## src/rtl/uart_boot_loader.sv

```systemverilog
// rtl/uart_boot_loader.sv - UART program-image loader that fills instruction memory and releases the core
module uart_boot_loader #(
    parameter int          ADDR_WIDTH     = 10,
    parameter int          TIMEOUT_CYCLES = 1000000,
    parameter logic [7:0]  SYNC_BYTE      = 8'hA5
) (
    input  logic                  i_clk,
    input  logic                  i_rst,
    input  logic [7:0]            i_rx_data,
    input  logic                  i_rx_valid,
    output logic                  o_imem_we,
    output logic [ADDR_WIDTH-1:0] o_imem_addr,
    output logic [31:0]           o_imem_wdata,
    output logic                  o_core_rst,
    output logic                  o_busy,
    output logic                  o_done,
    output logic                  o_error
);

    typedef enum logic [2:0] {
        S_IDLE,
        S_LEN_LO,
        S_LEN_HI,
        S_DATA,
        S_CHECK,
        S_RUN,
        S_ERR
    } state_t;

    localparam int          TW      = $clog2(TIMEOUT_CYCLES + 1);
    localparam logic [16:0] MAX_LEN = 17'(1) << ADDR_WIDTH;

    state_t                state;
    state_t                state_next;
    logic [7:0]            len_lo;
    logic [15:0]           len_m1;
    logic [ADDR_WIDTH-1:0] word_idx;
    logic [1:0]            byte_cnt;
    logic [23:0]           word_sr;
    logic [7:0]            csum;
    logic [TW-1:0]         idle_cnt;
    logic                  busy;
    logic                  timeout;
    logic                  word_done;
    logic [16:0]           len_full;

    assign busy      = (state == S_LEN_LO) || (state == S_LEN_HI) ||
                       (state == S_DATA)   || (state == S_CHECK);
    assign timeout   = busy && !i_rx_valid && (idle_cnt == TW'(TIMEOUT_CYCLES - 1));
    assign word_done = (state == S_DATA) && i_rx_valid && (byte_cnt == 2'd3);
    assign len_full  = {1'b0, i_rx_data, len_lo};

    assign o_busy  = busy;
    assign o_done  = (state == S_RUN);
    assign o_error = (state == S_ERR);

    always_comb begin
        state_next = state;
        if (timeout) begin
            state_next = S_ERR;
        end else if (i_rx_valid) begin
            case (state)
                S_IDLE: begin
                    if (i_rx_data == SYNC_BYTE) state_next = S_LEN_LO;
                end
                S_LEN_LO: state_next = S_LEN_HI;
                S_LEN_HI: begin
                    if (len_full > MAX_LEN)
                        state_next = S_ERR;
                    else if (len_full == 17'd0)
                        state_next = S_CHECK;
                    else
                        state_next = S_DATA;
                end
                S_DATA: begin
                    if (byte_cnt == 2'd3 && 16'(word_idx) == len_m1)
                        state_next = S_CHECK;
                end
                S_CHECK: state_next = (i_rx_data == csum) ? S_RUN : S_ERR;
                S_RUN:   state_next = S_RUN;
                S_ERR: begin
                    if (i_rx_data == SYNC_BYTE) state_next = S_LEN_LO;
                end
                default: state_next = S_IDLE;
            endcase
        end
    end

    always_ff @(posedge i_clk) begin
        if (i_rst) begin
            state        <= S_IDLE;
            o_imem_we    <= 1'b0;
            o_imem_addr  <= '0;
            o_imem_wdata <= '0;
            o_core_rst   <= 1'b1;
            len_lo       <= '0;
            len_m1       <= '0;
            word_idx     <= '0;
            byte_cnt     <= '0;
            word_sr      <= '0;
            csum         <= '0;
            idle_cnt     <= '0;
        end else begin
            state      <= state_next;
            // Registered so the core leaves reset one cycle after RUN is reached.
            o_core_rst <= (state != S_RUN);
            o_imem_we  <= word_done;

            if (!busy || i_rx_valid)
                idle_cnt <= '0;
            else
                idle_cnt <= idle_cnt + TW'(1);

            if (word_done) begin
                o_imem_addr  <= word_idx;
                o_imem_wdata <= {i_rx_data, word_sr};
                word_idx     <= word_idx + ADDR_WIDTH'(1);
            end

            if (i_rx_valid && !timeout) begin
                case (state)
                    S_LEN_LO: len_lo <= i_rx_data;
                    S_LEN_HI: len_m1 <= {i_rx_data, len_lo} - 16'd1;
                    S_DATA: begin
                        word_sr  <= {i_rx_data, word_sr[23:8]};
                        csum     <= csum ^ i_rx_data;
                        byte_cnt <= byte_cnt + 2'd1;
                    end
                    default: ;
                endcase
            end

            // A fresh frame (from IDLE or ERR) restarts addressing and the checksum.
            if (state_next == S_LEN_LO && state != S_LEN_LO) begin
                word_idx <= '0;
                csum     <= '0;
                byte_cnt <= '0;
            end
        end
    end

endmodule
```

## config.mk

```make
export PLATFORM = sky130hd
export DESIGN_NAME = uart_boot_loader
export DESIGN_NICKNAME = d
export VERILOG_FILES = /design/src/rtl/uart_boot_loader.sv
export SDC_FILE = /design/constraint.sdc
export NUM_CORES = 1
export LEC_CHECK = 0
export ABC_AREA = 1
export CORE_MARGIN = 2
export CORE_UTILIZATION = 41
export DETAILED_ROUTE_END_ITERATION = 10
export PLACE_DENSITY_LB_ADDON = 0.08
export SLEW_MARGIN = 0
export SYNTH_ARGS = -nofsm -noshare
export SYNTH_HDL_FRONTEND = slang
export SYNTH_SLANG_ARGS = --single-unit
```

## constraint.sdc

```tcl
create_clock -name i_clk -period 2.4 [get_ports i_clk]
set_input_delay 0.48 -clock i_clk [delete_from_list [all_inputs] [get_ports i_clk]]
set_output_delay 0.48 -clock i_clk [all_outputs]
set_load 0.01 [all_outputs]
```

== Word level (Yosys, flattened, before mapping) ==
Index checks and enable logic that the tools add are counted.

* Output and inout port bits: 47
* Word-level logic and storage cells: 62
* Bits of input ports: 11
* Register bits: 135

* Add/subtract/negate cells: 4
* Muxes and demuxes: 8
* Equal/unequal tests: 14
* $lt $le $gt $ge: 1
* Reductions and logical operators: 22
* Bitwise logic cells: 1

{| class="wikitable"
|+ Operator list
! cell !! number
|-
| $add 20x1->20 const B || 1
|-
| $eq 20x20->1 const B || 1
|-
| $mux 3 || 6
|-
| $pmux 3 s6 || 1
|-
| $logic_not 17->1 || 1
|-
| $eq 10x16->1 || 1
|-
| $gt 16x11->1 const B || 1
|-
| $sub 16x1->16 const B || 1
|-
| $add 10x1->10 const B || 1
|-
| $eq 3x3->1 const B || 3
|-
| $eq 8x8->1 || 1
|-
| $eq 8x8->1 const B || 1
|-
| $xor 8x8->8 || 1
|-
| $logic_and 1x1->1 || 7
|-
| $eq 3x1->1 const B || 2
|-
| $eq 3x2->1 const B || 2
|-
| $reduce_and 2->1 || 3
|-
| $reduce_or 2->1 || 3
|-
| $logic_or 1x1->1 || 4
|-
| $logic_not 1->1 || 3
|-
| $logic_not 3->1 || 1
|-
| $ne 3x1->1 const B || 1
|-
| $ne 3x3->1 const B || 1
|-
| $add 2x1->2 const B || 1
|-
| 2 further kinds || 2
|}

== Depth between registers and ports, before layout ==
* Word-level depth: 10
* Gate-level depth with buffers: 16
* Gate-level depth less buffers: 15

== Worst setup path before layout ==
OpenSTA, ideal clock, no wires.

* Path kind: in2reg
* Start point: input port i_rx_data[3]
* End point: register word_idx[1]
* Slack: 612 ps
* Data required time: 2281 ps
* Data arrival time: 1670 ps
* Setup time: 119 ps
* Cell stages on the path: 15
* Cell sequence: inv_1 -> nand2_1 -> nor2_1 -> nand2_1 -> nand2_1 -> nand2_1 -> a21oi_1 -> nand3_1 -> nand2_1 -> nand2_1 -> nor2_1 -> nand3_1 -> nand2_2 -> buf_6 -> nor2_2

* Word-level cells in the longest chain between the ends: 9
* Elaborated cells between the ends (all ways): 14
* Classes of those cells: order compare (1); eq/ne (3); mux (7); reduce/logical (3)

{| class="wikitable"
|+ Ends and longest elaborated chain
! element !! RTL line !! RTL
|-
| from (decl) || 9 || <nowiki>input logic [7:0] i_rx_data,</nowiki>
|-
| parallel branches: the longest is 3 deep, another holds $gt 16x11->1 || - ||
|-
| $pmux 3 s6 * || 62 || <nowiki>case (state)</nowiki>
|-
| $mux 3 * || 61 || <nowiki>end else if (i_rx_valid) begin</nowiki>
|-
| $mux 3 * || 59 || <nowiki>if (timeout) begin</nowiki>
|-
| $eq 3x1->1 * || 134 || <nowiki>if (state_next == S_LEN_LO && state != S_LEN_LO) begin</nowiki>
|-
| $logic_and 1x1->1 * || 134 ||
|-
| $reduce_or 2->1 (no line) * || - ||
|-
| to (signal assigned) || 117 || <nowiki>word_idx <= word_idx + ADDR_WIDTH'(1);</nowiki>
|-
| to (decl) || 37 || <nowiki>logic [ADDR_WIDTH-1:0] word_idx;</nowiki>
|}

Every way passes the cells marked *.
A chain may end at the register's enable or synchronous reset.

== Worst setup path in the final report ==
* Start point: register state[2]
* End point: output port o_error

* Word-level cells in the longest chain between the ends: 1

{| class="wikitable"
|+ Ends and longest elaborated chain
! element !! RTL line !! RTL
|-
| from (decl) || 33 || <nowiki>state_t state;</nowiki>
|-
| from (signal assigned) || 104 || <nowiki>state <= state_next;</nowiki>
|-
| $eq 3x3->1 || 55 || <nowiki>assign o_error = (state == S_ERR);</nowiki>
|-
| to (decl) || 17 || <nowiki>output logic o_error</nowiki>
|}

Every way passes these cells.

==> results.py <==
metrics = {
    "floorplanning": {
        "fp.coreArea_mm2": 0.0139,
        "placementRows": 43,
        "io_pins": 58,
        "fp.dieArea_mm2": 0.0152,
        "dieHeight_um": 123,
        "start_util": 0.420,
        "die_x_um": 123,
    },
    "sta": {
        "grt_setup_unrepaired": "no",
        "skew_ns": 0.00860,
        "drv_slew": 0,
        "setup_viol": 0,
        "period_share": 0.940,
        "fin_crit_ns": 2.26,
        "setup_slack_ns": 0.143,
        "fmaxAchievable_mhz": 443,
        "hold_viol_final": 0,
        "hold_ws_ns": 0.440,
        "slew_headroom": 0.560,
        "tightestPinTransition_ns": 0.660,
    },
    "critical_path": {
        "start_kind": "flop",
        "worst-r2r-setup-slack_ns": 0.34,
        "r2r_end": "word_idx[1]",
        "crit_arrival_ns": 1.78,
        "end_kind": "output pin",
        "crit_type": "reg2out",
        "critPathRequiredTime_ns": 1.92,
        "cpMaxStageDelayCell": "clkdlybuf4s50_1",
        "cp_max_fo": 6,
        "cp_cell_sequence": "inv_1 > nor3_2 > clkdlybuf4s50_1",
        "r2r_cells": 16,
        "cp_slowest_stage_delay_ns": 0.62,
        "r2r-start": "idle_cnt[0]",
    },
    "clock_network": {
        "clk_latency_ns": 0.42,
        "cts_sinks": 135,
        "holdBufCountCts": 0,
        "cts-htree-levels": 4,
        "cts_inserted_buffers": 17,
        "clk_pin_slew_ns": 0.06,
        "cts_root_buf": "clkbuf_16",
        "clk_path_buf_depth": 2,
        "tritoncts": "done",
    },
    "route": {
        "dr.pass1.iters": 5,
        "viasPerCell": 4.88,
        "wirelength_um": 14200,
        "post-route-drc-count": 0,
        "vias": 5128,
        "final_antenna_net_count": 0,
        "dr.first_iter.drc_count": 242,
        "detail_route.wl_per_cell_um": 13.5,
    },
    "logic_synthesis": {
        "netlist_instances": 778,
        "synth_cell_types": 40,
        "synth_area_leader_cell": "dfxtp_1",
        "ys_warn_count": 0,
        "yosys-top-cells-area": "dfxtp_1 (46%), o21ai_0 (9.1%), nand2_1 (7.4%), inv_1 (6.6%), a21oi_1 (5.8%)",
        "synth_top_cell_area_share": 0.464,
        "syn_area_per_cell_um2": 7.49,
        "ys_seq_area_frac": 0.464,
        "ys_ff_latch": 135,
        "netlist_area_mm2": 0.00582,
        "synth_nets": 793,
    },
    "power": {
        "total_leakage_power_nw": 2.91,
        "power.total_mw": 5.08,
        "power.density_mw_per_mm2": 688,
        "peakVddDrop_mv": 0.501,
    },
    "place": {
        "place_ws_ns": -0.0557,
        "port-buffer-count": 57,
        "gp_congestion": 0.920,
        "dp_hpwl_um": 10100,
        "placedCellCount": 1018,
    },
    "hold_path": {
        "hold_start": "word_sr[2]",
        "min_path_cells": 2,
        "min_path_type": "reg2reg",
        "min_to": "o_imem_wdata[2]",
    },
    "run_status": {
        "outcome": "finished, final reports clean",
    },
    "layout": {
        "final_util": 0.532,
        "num-nets-final": 872,
        "diodes": 0,
        "seqCellArea_mm2": 0.00270,
        "drive_above_1_share": 0.133,
        "num-fill-cells": 1377,
        "final_common_cell": "dfxtp_1",
        "mostFrequentLayoutCells": "dfxtp_1 (135), nand2_1 (115), o21ai_0 (106), inv_1 (102), a21oi_1 (68)",
        "multi_input_area_mm2": 0.00259,
        "syn_to_final_growth_pct": 26.8,
        "fin_cells": 1050,
    },
    "global_route": {
        "antenna_found_initial": 0,
        "grt_pass1_vias": 4882,
        "overflow": 0,
        "grt_pass1_wl_um": 23600,
        "grt_max_degree": 67,
        "track_usage": 0.199,
    },
    "run": {
        "max_cap_violations": 0,
    },
}
-- synth_stat cells --
| cell type | instances |
|---|---|
| nand4_2 | 1 |
| clkbuf_1 | 20 |
| and3_1 | 1 |
| nor3b_1 | 4 |
| o21ai_0 | 106 |
| a31o_2 | 1 |
| or2_2 | 3 |
| o211ai_1 | 2 |
| nor4_2 | 1 |
| buf_6 | 2 |
| o21bai_1 | 1 |
| o221a_2 | 1 |
| nor2_1 | 56 |
| nand4_1 | 7 |
| or2_0 | 1 |
| nand3_2 | 1 |
| inv_2 | 3 |
| clkinv_1 | 2 |
| ha_1 | 4 |
| and2_1 | 1 |
| buf_2 | 5 |
| buf_1 | 5 |
| xor2_1 | 15 |
| xnor2_1 | 10 |
| mux2i_1 | 1 |
| nor3_2 | 2 |
| o21ai_1 | 1 |
| a21oi_1 | 68 |
| dfxtp_1 | 135 |
| nor2_4 | 2 |
| o221ai_1 | 2 |
| a211oi_1 | 2 |
| clkbuf_2 | 1 |
| inv_1 | 102 |
| nand2_1 | 115 |
| a31oi_1 | 6 |
| nand2_2 | 2 |
| nor3_1 | 11 |
| nor2_2 | 26 |
| nand3_1 | 49 |
-- metal layers --
| metal | track usage | vias up | part of all wire |
|---|---|---|---|
| met3 | 0.0535 | 23 | 0.039 |
| met5 | 0 | - | 0 |
| met2 | 0.318 | 86 | 0.46 |
| met4 | 0.0739 | 0 | 0.019 |
| met1 | 0.256 | 2328 | 0.48 |
| li1 | - | 2691 | - |
-- registers in the layout (all words and copies together) (netlist names) --
register	count
idle_cnt	20
csum	8
o_core_rst	1
len_m1	16
o_imem_wdata	32
state	3
word_idx	10
len_lo	8
o_imem_we	1
o_imem_addr	10
word_sr	24
byte_cnt	2
-- layout make-up --
cell class                 count  share of cell area
sequential                   135               0.366
multi-input combinational    503               0.351
clock buffer                  18              0.0595
timing repair buffer          93               0.123
clock inverter                14              0.0156
tap                          180              0.0305
inverter                     107              0.0544
-- worst max path at each step --
stage | start | depth (start not counted) | end
floorplan | i_rx_data[3] | 15 | word_idx[1]
global placement | i_rx_data[0] | 15 | word_idx[1]
detailed placement | i_rx_data[0] | 13 | csum[0]
CTS | state[2] | 5 | o_done
global route | state[1] | 3 | o_error
finish | state[2] | 3 | o_error
-- kinds of logic after synthesis --
logic type               after synthesis  share of synthesized area
AO/OA/AOI/OAI                        190                      0.170
XOR/XNOR                              25                     0.0376
adder cells (fa/ha/maj)                4                    0.00859
buffers and inverters                140                     0.0941
flip-flops                           135                      0.464
multiplexers                           1                    0.00172
AND/OR/NAND/NOR                      283                      0.224
-- worst max-delay path: cells and delay by family (launching register included) --
| kind | cells | cell delay [ns] |
|---|---|---|
| buf+inv | 2 | 0.73 |
| flops | 1 | 0.33 |
| simple gates | 1 | 0.28 |
-- where the power goes --
group / switching (mW) / total [mW] / internal [mW]
combinational: 0.216 / 0.357 / 0.141
clock: 1.06 / 2.43 / 1.37
sequential: 0.0229 / 2.29 / 2.27
total: 1.30 / 5.08 / 3.78
-- metrics by stage --
step           setup TNS (ns)  area (µm²)
2_1_floorplan               0        5820
3_3_place_gp           -0.619        6810
3_5_place_dp           -0.985        6810
4_1_cts                     0        7370
5_1_grt                     0        7390
6_report                    0        7390
-- repair_timing --
item,CTS,global route
setup endpoints to repair,0,3
resized for setup,0,6
setup buffers,0,0
No activity file was read; power rests on OpenSTA's default activity.
